<file path="config.mk">
export PLATFORM = sky130hd
export DESIGN_NAME = mem_wb_stage_reg
export DESIGN_NICKNAME = d
export VERILOG_FILES = /design/src/rtl/mem_wb_stage_reg.sv
export SDC_FILE = /design/constraint.sdc
export NUM_CORES = 1
export LEC_CHECK = 0
export CAP_MARGIN = 5
export CELL_PAD_IN_SITES_DETAIL_PLACEMENT = 1
export CELL_PAD_IN_SITES_GLOBAL_PLACEMENT = 1
export CORE_UTILIZATION = 37
export DETAILED_ROUTE_END_ITERATION = 10
export GPL_ROUTABILITY_DRIVEN = 1
export PLACE_DENSITY_LB_ADDON = 0.08
export SLEW_MARGIN = 0
export SYNTH_ARGS = -nofsm -noshare
export SYNTH_HDL_FRONTEND = slang
export SYNTH_SLANG_ARGS = --single-unit
</file>
<file path="constraint.sdc">
create_clock -name Clk -period 2.33 [get_ports Clk]
set_input_delay 0.233 -clock Clk [delete_from_list [all_inputs] [get_ports Clk]]
set_output_delay 0.233 -clock Clk [all_outputs]
set_load 0.005 [all_outputs]
</file>
<file path="src/rtl/mem_wb_stage_reg.sv">
// MEM->WB pipeline register: 2-entry skid buffer with registered ready, flush and stall counter.
// Optional MEM_WB_JAL_EN adds a Jal path that writes PCAddResult to the link register.
module mem_wb_stage_reg #(
    parameter int DATA_W = 32,
    parameter int REG_AW = 5,
    parameter int CNT_W  = 16
) (
    input  logic              Clk,
    input  logic              Reset,
    input  logic              Flush,
    input  logic              InValid,
    output logic              InReady,
    input  logic [DATA_W-1:0] MemReadData,
    input  logic [DATA_W-1:0] ALUResult,
    input  logic [REG_AW-1:0] RegRd,
    input  logic              RegWrite,
    input  logic              MemToReg,
`ifdef MEM_WB_JAL_EN
    input  logic [DATA_W-1:0] PCAddResult,
    input  logic              Jal,
    output logic              JalOut,
`endif
    output logic              OutValid,
    input  logic              OutReady,
    output logic [DATA_W-1:0] WriteDataOut,
    output logic [REG_AW-1:0] RegRdOut,
    output logic              RegWriteOut,
    output logic [CNT_W-1:0]  StallCount
);

    localparam logic [CNT_W-1:0] CNT_ONE = {{(CNT_W-1){1'b0}}, 1'b1};
    localparam logic [CNT_W-1:0] CNT_MAX = {CNT_W{1'b1}};

    logic              main_valid, skid_valid, in_ready;
    logic [DATA_W-1:0] main_data, skid_data, in_data;
    logic [REG_AW-1:0] main_rd, skid_rd, in_rd;
    logic              main_wr, skid_wr;
    logic              main_valid_n, skid_valid_n;
    logic              load_main_in, load_main_skid, load_skid;
    logic              accept, pop;
    logic [CNT_W-1:0]  stall_count;
`ifdef MEM_WB_JAL_EN
    logic              main_jal, skid_jal;
`endif

    assign accept = InValid & in_ready;
    assign pop    = main_valid & OutReady;

    // Writeback data is resolved here so WB only sees one data field per entry.
    always_comb begin
        in_data = MemToReg ? MemReadData : ALUResult;
        in_rd   = RegRd;
`ifdef MEM_WB_JAL_EN
        if (Jal) begin
            in_data = PCAddResult;
            in_rd   = {REG_AW{1'b1}};
        end
`endif
    end

    always_comb begin
        main_valid_n   = main_valid;
        skid_valid_n   = skid_valid;
        load_main_in   = 1'b0;
        load_main_skid = 1'b0;
        load_skid      = 1'b0;
        if (Flush) begin
            main_valid_n = 1'b0;
            skid_valid_n = 1'b0;
        end else if (!main_valid || pop) begin
            // Skid holds the older entry, so it refills main before any new input.
            if (skid_valid) begin
                load_main_skid = 1'b1;
                main_valid_n   = 1'b1;
                skid_valid_n   = 1'b0;
            end else if (accept) begin
                load_main_in = 1'b1;
                main_valid_n = 1'b1;
            end else begin
                main_valid_n = 1'b0;
            end
        end else if (accept) begin
            load_skid    = 1'b1;
            skid_valid_n = 1'b1;
        end
    end

    always_ff @(posedge Clk or negedge Reset) begin
        if (!Reset) begin
            main_valid <= 1'b0;
            skid_valid <= 1'b0;
            in_ready   <= 1'b1;
            main_data  <= '0;
            main_rd    <= '0;
            main_wr    <= 1'b0;
            skid_data  <= '0;
            skid_rd    <= '0;
            skid_wr    <= 1'b0;
`ifdef MEM_WB_JAL_EN
            main_jal   <= 1'b0;
            skid_jal   <= 1'b0;
`endif
        end else begin
            main_valid <= main_valid_n;
            skid_valid <= skid_valid_n;
            in_ready   <= !skid_valid_n;
            if (load_main_in) begin
                main_data <= in_data;
                main_rd   <= in_rd;
                main_wr   <= RegWrite;
`ifdef MEM_WB_JAL_EN
                main_jal  <= Jal;
`endif
            end else if (load_main_skid) begin
                main_data <= skid_data;
                main_rd   <= skid_rd;
                main_wr   <= skid_wr;
`ifdef MEM_WB_JAL_EN
                main_jal  <= skid_jal;
`endif
            end
            if (load_skid) begin
                skid_data <= in_data;
                skid_rd   <= in_rd;
                skid_wr   <= RegWrite;
`ifdef MEM_WB_JAL_EN
                skid_jal  <= Jal;
`endif
            end
        end
    end

    // Flush deliberately leaves the counter alone; only reset clears it.
    always_ff @(posedge Clk or negedge Reset) begin
        if (!Reset) begin
            stall_count <= '0;
        end else if (main_valid && !OutReady && stall_count != CNT_MAX) begin
            stall_count <= stall_count + CNT_ONE;
        end
    end

    assign InReady      = in_ready;
    assign OutValid     = main_valid;
    assign WriteDataOut = main_data;
    assign RegRdOut     = main_rd;
    assign StallCount   = stall_count;
`ifdef MEM_WB_JAL_EN
    assign JalOut       = main_valid & main_jal;
    assign RegWriteOut  = main_valid & ((main_wr & (main_rd != '0)) | main_jal);
`else
    assign RegWriteOut  = main_valid & main_wr & (main_rd != '0);
`endif

endmodule
</file>
==> out/metrics.csv, run 1 <==
stage;metric;value;unit
status;status;completed;
synth;Post-synth EDFFs;0;
synth;Netlist cell types;37;
layout;utilization after layout;52.9;%
power;power share of the clock group;25.8;%
layout;Layout Cells excl Fill;695;
place;PortBufs;131;
synth;Gate Count Post-Synth;392;
cts;CTS tree;yes;
power;Sw Ratio;27.0;%
timing;RSZ-0062 raised after global routing;false;
drt;DRC errors left;0;
cts;Max Buffers Root-to-Sink;2;
synth;average cell area after synthesis;11.7;µm²
timing;Worst-Margin Slew;602;ps
timing;final-report hold violation count;0;
critical_path;data arrival time of the critical path;1880;ps
global_routing;number of global-route vias before repair;3622;
critical_path;Critical Path End Type;output pin;
flow_run;Max Cap Viol;0;
critical_path;Setup CP Type;register to output pin;
layout;Ant. Diodes;0;
drt;WL/cell;15.6;µm
drt;first-pass detailed-route iteration total;4;
synth;Synth Net Count;469;
floorplan;core box area;0.0121;mm²
timing;Slew Limit Headroom;59.9;%
floorplan;die height;113;µm
drt;wire length on met2;5.37;mm
drt;vias per cell;4.79;
timing;final critical-path required period;2120;ps
floorplan;# rows;40;
timing;hold_ws;263;ps
floorplan;Die W;113;µm
power;Worst VDD drop;0.000365;V
synth;Yosys warnings;0;
cts;Reg clk slew, reported paths;60;ps
global_routing;number of antenna violations at the first check in global routing;0;
place;cell count after placement;679;
timing;Setup Total Neg Slack;0;ps
critical_path;CP max FO;3;
floorplan;DIE AREA;0.0128;mm²
cts;H-tree depth;3;
drt;DRT antenna net count;0;
timing;skew final;4.43;ps
timing;period utilisation layout;90.9;%
floorplan;number of I/O pins;132;
timing;Max Slew Vio Count;0;
power;static leakage;0.00285;µW
place;RePlAce Congestion;0.737;
place;hpwl dp;7.66;mm
synth;sequential share of the synthesized area;51.9;%
synth;Synth top cells by count;dfrtp_1 (94), mux2i_1 (64), mux2_2 (44);
power;Pint;3940;µW
min_path;Hold Crit Class;primary input to asynchronous set/reset pin;
drt;met3 WL;470;µm
layout;Layout area overhead;39.5;%
layout;fin nets;600;
global_routing;GRT Util Overall;18.4;%
cts;clock buffer count from CTS;9;
power;Logic pwr share;29.5;%
synth;synthesized flop and latch total;95;
drt;Vias;3330;
power;PwrDens;846;mW/mm²
synth;post-synth top area share;51.4;%
drt;top sig layer;met4;
drt;DRT iter0 DRCs;87;
synth;cell taking the most area after synthesis;dfrtp_1;
synth;share of synthesized registers carrying an async set or reset;100;%
cts;clock latency on the worst-skew pair;340;ps
global_routing;GRT Residual Overflow;0;
synth;prevailing post-synth register cell;dfrtp_1;
synth;synth top area cells;dfrtp_1 (51%), mux2i_1 (14%), mux2_2 (11%);
timing;final-report setup violation count;0;
power;P_sw;1460;µW
synth;cell with the most instances after synthesis;dfrtp_1;
floorplan;Initial Util;38.0;%
global_routing;first-pass GRT wire length;18.1;mm
cts;CTS root buffer;clkbuf_16;
power;Final Power;5410;µW
timing;Max Freq;0.472;GHz
drt;drt total wl;10.8;mm
power;Reg power frac;44.7;%
drt;DRT met1 WL;4.75;mm
global_routing;largest net degree at the start of global routing;54;
cts;clock sink total;95;
synth;synthesized cell area;0.00458;mm²
layout;share of cells above drive strength 1;16.1;%
critical_path;CP Launch Type;register;
cts;post_cts resized;0;
critical_path;critical path required time;2100;ps
==> kinds of logic after synthesis <==
group                      count (synthesis)  share of synthesized area [%]
and+or+nand+nor                           80                           10.2
buffers and inverters                     51                           4.95
adders and majority gates                  1                          0.273
xor gates and xnor gates                  15                           2.87
DFF                                       95                           51.9
muxes                                    109                           25.1
AOI/OAI and AO/OA                         41                           4.59
==> metal layers <==
metal,vias up,track usage [%]
met3,16,4.02
li1,1598,-
met1,1636,22.6
met4,0,8.07
met2,80,31.0
met5,-,0
==> area by class of cell <==
cell class                 count  area, µm²
multi-input combinational    246       1980
fill                        1259       5680
tap                          168        210
timing repair buffer         142       1430
clock buffer                  15        278
sequential                    95       2380
inverter                      29        109
==> power groups by stage <==
stage          clock network (µW)  logic [µW]  registers, µW
6_report                     1390        1600           2420
5_1_grt                      1520        1760           2480
4_1_cts                      1460        1630           2420
3_5_place_dp                    0        1620           2450
3_3_place_gp                    0        1550           2420
2_1_floorplan                   0         693           2400
==> path summary, 6_finish.rpt <==
kind | startpoint | endpoint | slack, ps | cells after the start
max | RegRdOut[1] | RegWriteOut | 210 | 3
min | Reset | StallCount[14] | 260 | 2
max reg2reg | InReady | WriteDataOut[13] | 500 | 5
min reg2reg | WriteDataOut[30] | WriteDataOut[30] | 490 | 2
max in group asynchronous | Reset | WriteDataOut[2] | 1240 | 3
min in group Clk | WriteDataOut[30] | WriteDataOut[30] | 490 | 2
==> sequential cells by signal, summed over array words and instances, names as in the netlist <==
register and cells:
InReady 1, OutValid 1, RegRdOut 5, StallCount 16
WriteDataOut 32, main_wr 1, skid_data 32, skid_rd 5
skid_valid 1, skid_wr 1
==> cell usage in the layout (no fill, tap or decap), types with 2 or more instances in the layout <==
cell type,netlist,routed
mux2i_1,64,64
nor3_2,2,2
clkbuf_16,0,9
nand2_1,18,18
nor3_1,4,4
xnor2_1,2,2
a21oi_1,28,28
clkbuf_8,0,3
o21ai_1,12,12
or3_1,3,2
xor2_1,13,13
nand4_2,3,3
mux2_2,44,44
clkdlybuf4s50_1,0,129
buf_4,2,8
nor4_4,2,3
inv_1,29,29
dfrtp_1,94,94
buf_12,0,3
clkbuf_1,8,3
nor2_1,29,29
nand3_1,4,4
nor4_1,2,2
==> timing repair <==
action                                 in CTS  in global routing
endpoints found under the hold margin      10                  0
hold buffers                                1                  0
buffers inserted                            0                  0
==> worst max-delay path: stages, from the launching register on <==
cell and delay, ps:
dfrtp_1 390, or3_1 380, o311a_1 320, clkdlybuf4s50_1 450
==> through the flow <==
stage | instance area, µm² | setup slack (ps)
final | 6390 | 213
after global routing | 6390 | 168
after CTS | 6390 | 186
after detailed placement | 6100 | 277
after global placement | 6100 | 329
after floorplan | 4580 | 543
(Power assumes the default switching activity.)
==> run 2, diff against run 1 <==
==> constraint.sdc (replaced) <==
create_clock -name Clk -period 2.18 [get_ports Clk]
set_input_delay 0.218 -clock Clk [delete_from_list [all_inputs] [get_ports Clk]]
set_output_delay 0.218 -clock Clk [all_outputs]
set_load 0.005 [all_outputs]
==> run 2 against run 1 <==
Net effect: cell count increased by 0.43%; clock power grew 12%; sequential power grew 7%; flip-flop and latch count unchanged; die area is the same; core utilization is 0.45 points higher; global-route usage shrank 0.19 points; highest routed layer unchanged; largest power group unchanged; combinational power rose by 6%; worst setup slack got worse by 130 ps; first-iteration DRC count is 9.2% lower; via count increased by 1.4%.
==> out/metrics.csv, run 2 (synthesis results as in run 1) <==
stage;metric;value;unit;change
status;status;completed;;unchanged
cts;CTS root buffer;clkbuf_16;;unchanged
drt;DRT antenna net count;0;;unchanged
power;static leakage;0.00288;µW;was 0.00285 µW
critical_path;Critical Path End Type;output pin;;unchanged
drt;Vias;3375;;was 3330
power;PwrDens;908;mW/mm²;was 846 mW/mm²
layout;Reg area;0.00238;mm²;unchanged
timing;Max Slew Vio Count;0;;unchanged
cts;clock buffer count from CTS;9;;unchanged
cts;H-tree depth;3;;unchanged
timing;Worst-Margin Slew;601;ps;was 602 ps
floorplan;Initial Util;38.0;%;unchanged
drt;first-pass detailed-route iteration total;4;;unchanged
global_routing;first-pass GRT wire length;18.2;mm;was 18.1 mm
timing;final-report hold violation count;0;;unchanged
layout;Fill cells;1285;;was 1259
place;hpwl dp;7.69;mm;was 7.66 mm
drt;WL/cell;15.5;µm;was 15.6 µm
layout;Finished Cell Area;0.00644;mm²;was 0.00639 mm²
global_routing;number of global-route vias before repair;3639;;was 3622
critical_path;data arrival time of the critical path;1880;ps;about the same
layout;most frequent cells in the layout;clkdlybuf4s50_1 (129), dfrtp_1 (94), mux2i_1 (64);;unchanged
power;Worst VDD drop;0.000352;V;was 0.000365 V
timing;RSZ-0062 raised after global routing;false;;unchanged
critical_path;CP Launch Type;register;;unchanged
place;RePlAce Congestion;0.729;;was 0.737
flow_run;Max Cap Viol;0;;unchanged
floorplan;Die W;113;µm;unchanged
cts;CTS tree;yes;;unchanged
global_routing;number of antenna violations at the first check in global routing;0;;unchanged
floorplan;# rows;40;;unchanged
layout;utilization after layout;53.4;%;was 52.9%
min_path;Hold Crit Class;primary input to asynchronous set/reset pin;;unchanged
timing;final-report setup violation count;0;;unchanged
floorplan;number of I/O pins;132;;unchanged
layout;area of the multi-input gates;0.00198;mm²;unchanged
timing;skew final;5.06;ps;was 4.43 ps
layout;fin nets;602;;was 600
drt;DRC errors left;0;;unchanged
timing;final critical-path required period;2090;ps;
critical_path;Setup CP Type;register to output pin;;unchanged
timing;Setup Total Neg Slack;0;ps;unchanged
floorplan;core box area;0.0121;mm²;unchanged
critical_path;CP max FO;3;;unchanged
drt;DRT iter0 DRCs;79;;was 87
floorplan;DIE AREA;0.0128;mm²;unchanged
layout;share of cells above drive strength 1;16.8;%;was 16.1%
global_routing;GRT Util Overall;18.2;%;was 18.4%
critical_path;critical path required time;1960;ps;was 2100 ps
layout;commonest non-fill, non-tap cell in the layout;clkdlybuf4s50_1;;unchanged
global_routing;GRT Residual Overflow;0;;unchanged
cts;Max Buffers Root-to-Sink;2;;unchanged
timing;Max Freq;0.477;GHz;
drt;drt total wl;10.8;mm;about the same
floorplan;die height;113;µm;unchanged
drt;vias per cell;4.84;;was 4.79
timing;period utilisation layout;96.1;%;
timing;Slew Limit Headroom;59.9;%;about the same
global_routing;largest net degree at the start of global routing;51;;was 54
layout;Ant. Diodes;0;;unchanged
cts;clock latency on the worst-skew pair;340;ps;about the same
layout;Layout area overhead;40.6;%;was 39.5%
cts;clock sink total;95;;unchanged
cts;Reg clk slew, reported paths;70;ps;was 60 ps
place;PortBufs;131;;unchanged
place;Placed Area;0.00614;mm²;was 0.00610 mm²
==> run 2: cell type report <==
cell class | count | share of cell area, %
timing repair buffer | 144 | 22.8
clock buffer | 12 | 3.83
multi-input combinational | 246 | 30.8
tap | 168 | 3.26
inverter | 29 | 1.69
clock inverter | 4 | 0.699
sequential | 95 | 36.9
==> run 2: metal layers <==
layer | global-route usage [%] | vias up | routed length (µm)
met5 | 0 | - | 0
met2 | 31.2 | 78 | 5390
met1 | 22.9 | 1685 | 4810
met4 | 5.79 | 0 | 143
li1 | - | 1600 | -
met3 | 3.86 | 12 | 489
==> run 2: timing repair <==
action | CTS | global route
endpoints found under the hold margin | 40 | 0
hold buffers | 1 | 0
buffers inserted | 0 | 0
gates resized for setup | 0 | 0
==> run 2: final timing paths <==
check	depth (start not counted)	slack (ps)	start	end
worst max-delay path	3	90	RegRdOut[1]	RegWriteOut
worst min-delay path	2	420	Reset	StallCount[2]
worst max register to register	5	350	InReady	WriteDataOut[6]
worst min register to register	2	490	WriteDataOut[29]	WriteDataOut[29]
max in group asynchronous	3	1060	Reset	InReady
min in group Clk	2	490	WriteDataOut[29]	WriteDataOut[29]
==> run 2: critical path: stages (launching register included) <==
cell	delay (ps)
dfrtp_1	390
or3_1	380
o311a_1	320
clkdlybuf4s50_1	450
==> run 2: power breakdown <==
group	internal, µW	total [µW]	leakage [µW]	switching [µW]
combinational	1100	1700	0.00159	604
clock	916	1560	0.000146	647
sequential	2260	2580	0.00114	323
total	4270	5850	0.00288	1570
==> run 2: stage by stage <==
step | std cells | hold WS, ps | setup slack [ps] | power, µW
after detailed placement | 681 | 266 | 156 | 4350
after global placement | 681 | 255 | 199 | 4250
final | 698 | 418 | 85.6 | 5850
after floorplan | 392 | -77.6 | 393 | 3310
after CTS | 698 | 446 | 74.2 | 5950
after global routing | 698 | 475 | 37.4 | 6240
==> run 3, diff against run 2 <==
--- a/config.mk
+++ b/config.mk
@@ -12,6 +12,7 @@
 export DETAILED_ROUTE_END_ITERATION = 10
 export GPL_ROUTABILITY_DRIVEN = 1
 export PLACE_DENSITY_LB_ADDON = 0.08
+export SETUP_SLACK_MARGIN = 0.5
 export SLEW_MARGIN = 0
 export SYNTH_ARGS = -nofsm -noshare
 export SYNTH_HDL_FRONTEND = slang
==> run 3 against run 2 <==
Net effect: first-iteration DRC count up 13%; worst hold slack improved by 16 ps; flip-flop and latch count unchanged; routed wire length is 19% higher; worst setup slack better by 330 ps; sequential power about the same; critical endpoint is now InReady.
==> out/metrics.csv, run 3 (synthesis results as in run 1) <==
stage;metric;value;unit;change
status;status;completed;;unchanged
drt;DRC errors left;0;;unchanged
drt;Vias;3560;;was 3375
critical_path;critical path required time;1960;ps;about the same
cts;clock latency on the worst-skew pair;350;ps;was 340 ps
flow_run;Max Cap Viol;0;;unchanged
cts;H-tree depth;3;;unchanged
critical_path;data arrival time of the critical path;1550;ps;was 1880 ps
timing;Max Freq;0.566;GHz;was 0.477 GHz
timing;final-report hold violation count;0;;unchanged
critical_path;slowest CP cell;dfstp_2;;was clkdlybuf4s50_1
place;PortBufs;131;;unchanged
cts;Max Buffers Root-to-Sink;2;;unchanged
floorplan;number of I/O pins;132;;unchanged
global_routing;first-pass GRT wire length;19.2;mm;was 18.2 mm
timing;hold_ws;434;ps;was 418 ps
critical_path;CP Launch Type;register;;unchanged
timing;period utilisation layout;81.1;%;was 96.1%
floorplan;# rows;40;;unchanged
timing;RSZ-0062 raised after global routing;true;;was false
drt;first-pass detailed-route iteration total;4;;unchanged
layout;share of cells above drive strength 1;23.6;%;was 16.8%
drt;drt total wl;12.9;mm;was 10.8 mm
floorplan;Initial Util;38.0;%;unchanged
critical_path;Critical Path End Type;output pin;;unchanged
global_routing;largest net degree at the start of global routing;47;;was 51
layout;Fill cells;1230;;was 1285
floorplan;Die W;113;µm;unchanged
place;hpwl dp;7.74;mm;was 7.69 mm
critical_path;crit path cell chain;buf_4 -> clkdlybuf4s50_1;;was or3_1 -> o311a_1 -> clkdlybuf4s50_1
critical_path;R2R cell count;4;;was 5
place;RePlAce Congestion;0.736;;was 0.729
timing;Worst-Margin Slew;620;ps;was 601 ps
drt;DRT iter0 DRCs;89;;was 79
global_routing;GRT Util Overall;19.5;%;was 18.2%
layout;Reg area;0.00238;mm²;about the same
drt;DRT antenna net count;0;;unchanged
power;Final Power;6210;µW;was 5850 µW
min_path;Hold Crit Class;primary input to asynchronous set/reset pin;;unchanged
global_routing;number of antenna violations at the first check in global routing;0;;unchanged
power;PwrDens;891;mW/mm²;was 908 mW/mm²
floorplan;core box area;0.0121;mm²;unchanged
global_routing;number of global-route vias before repair;3783;;was 3639
layout;Ant. Diodes;0;;unchanged
cts;Reg clk slew, reported paths;70;ps;about the same
layout;area of the multi-input gates;0.00206;mm²;was 0.00198 mm²
global_routing;GRT Residual Overflow;0;;unchanged
cts;CTS root buffer;clkbuf_16;;unchanged
timing;final-report setup violation count;0;;unchanged
cts;clock sink total;95;;unchanged
timing;Max Slew Vio Count;0;;unchanged
drt;vias per cell;4.92;;was 4.84
timing;Setup Total Neg Slack;0;ps;unchanged
layout;most frequent cells in the layout;clkdlybuf4s50_1 (128), dfrtp_1 (89), mux2i_1 (63);;was clkdlybuf4s50_1 (129), dfrtp_1 (94), mux2i_1 (64)
timing;final critical-path required period;1770;ps;was 2090 ps
layout;fin nets;628;;was 602
power;static leakage;0.00313;µW;was 0.00288 µW
critical_path;Setup CP Type;register to output pin;;unchanged
cts;CTS tree;yes;;unchanged
cts;clock buffer count from CTS;9;;unchanged
timing;skew final;5.90;ps;was 5.06 ps
layout;commonest non-fill, non-tap cell in the layout;clkdlybuf4s50_1;;unchanged
power;Worst VDD drop;0.000380;V;was 0.000352 V
drt;WL/cell;17.9;µm;was 15.5 µm
critical_path;CP max stage delay;580;ps;was 450 ps
floorplan;die height;113;µm;unchanged
floorplan;DIE AREA;0.0128;mm²;unchanged
timing;Slew Limit Headroom;58.7;%;was 59.9%
critical_path;CP max FO;3;;unchanged
layout;Layout area overhead;52.2;%;was 40.6%
-- run 3: layout make-up --
| class | instances | area share [%] |
|---|---|---|
| clock buffer | 11 | 3.34 |
| timing repair buffer | 170 | 27.2 |
| clock inverter | 5 | 1.18 |
| tap | 168 | 3.02 |
| multi-input combinational | 246 | 29.5 |
| inverter | 29 | 1.56 |
| sequential | 95 | 34.2 |
-- run 3: per-layer routing --
| layer | global-route usage [%] | wire length (µm) | share of wire [%] | up-vias |
|---|---|---|---|---|
| met5 | 0 | 0 | 0 | - |
| met2 | 35.1 | 6720 | 52 | 92 |
| met4 | 7.63 | 210 | 1.6 | 0 |
| met3 | 3.48 | 557 | 4.3 | 14 |
| li1 | - | - | - | 1671 |
| met1 | 23.2 | 5440 | 42 | 1783 |
-- run 3: repair_timing --
action | in CTS | in global routing
buffers inserted | 7 | 8
pin swaps | 3 | 5
hold endpoints to repair | 43 | 0
resized for setup | 12 | 16
hold buffers | 1 | 0
cloned | 4 | 10
endpoints found under the setup margin | 56 | 59
-- run 3: power by group --
group	total (µW)	internal [µW]	leakage [µW]	switching, µW
registers	2600	2260	0.00113	331
clock network	1700	1010	0.000142	689
logic	1920	1220	0.00185	699
-- run 3: critical path: cells and delay by family, from the launching register on --
family	cells	cell delay [ps]
buffers and inverters	2	630
flip-flops	1	580
-- run 3: through the flow --
stage                     util [%]  instances  instance area, µm²  setup WS, ps
after floorplan                  -        392                4600           494
after global placement        50.8        678                6130           203
after detailed placement      50.8        678                6130           157
final                         57.8        724                6970           413
after global routing          57.8        724                6970           382
after CTS                     54.9        706                6620           425
-- run 3: worst paths after layout --
path / from / endpoint / slack (ps)
worst min-delay path: Reset / StallCount[13] / 430
min in group Clk: WriteDataOut[30] / WriteDataOut[30] / 500
worst max register to register: InReady / WriteDataOut[25] / 480
worst max-delay path: InReady / InReady / 410
worst min register to register: WriteDataOut[30] / WriteDataOut[30] / 500
max in group asynchronous: Reset / WriteDataOut[29] / 1020
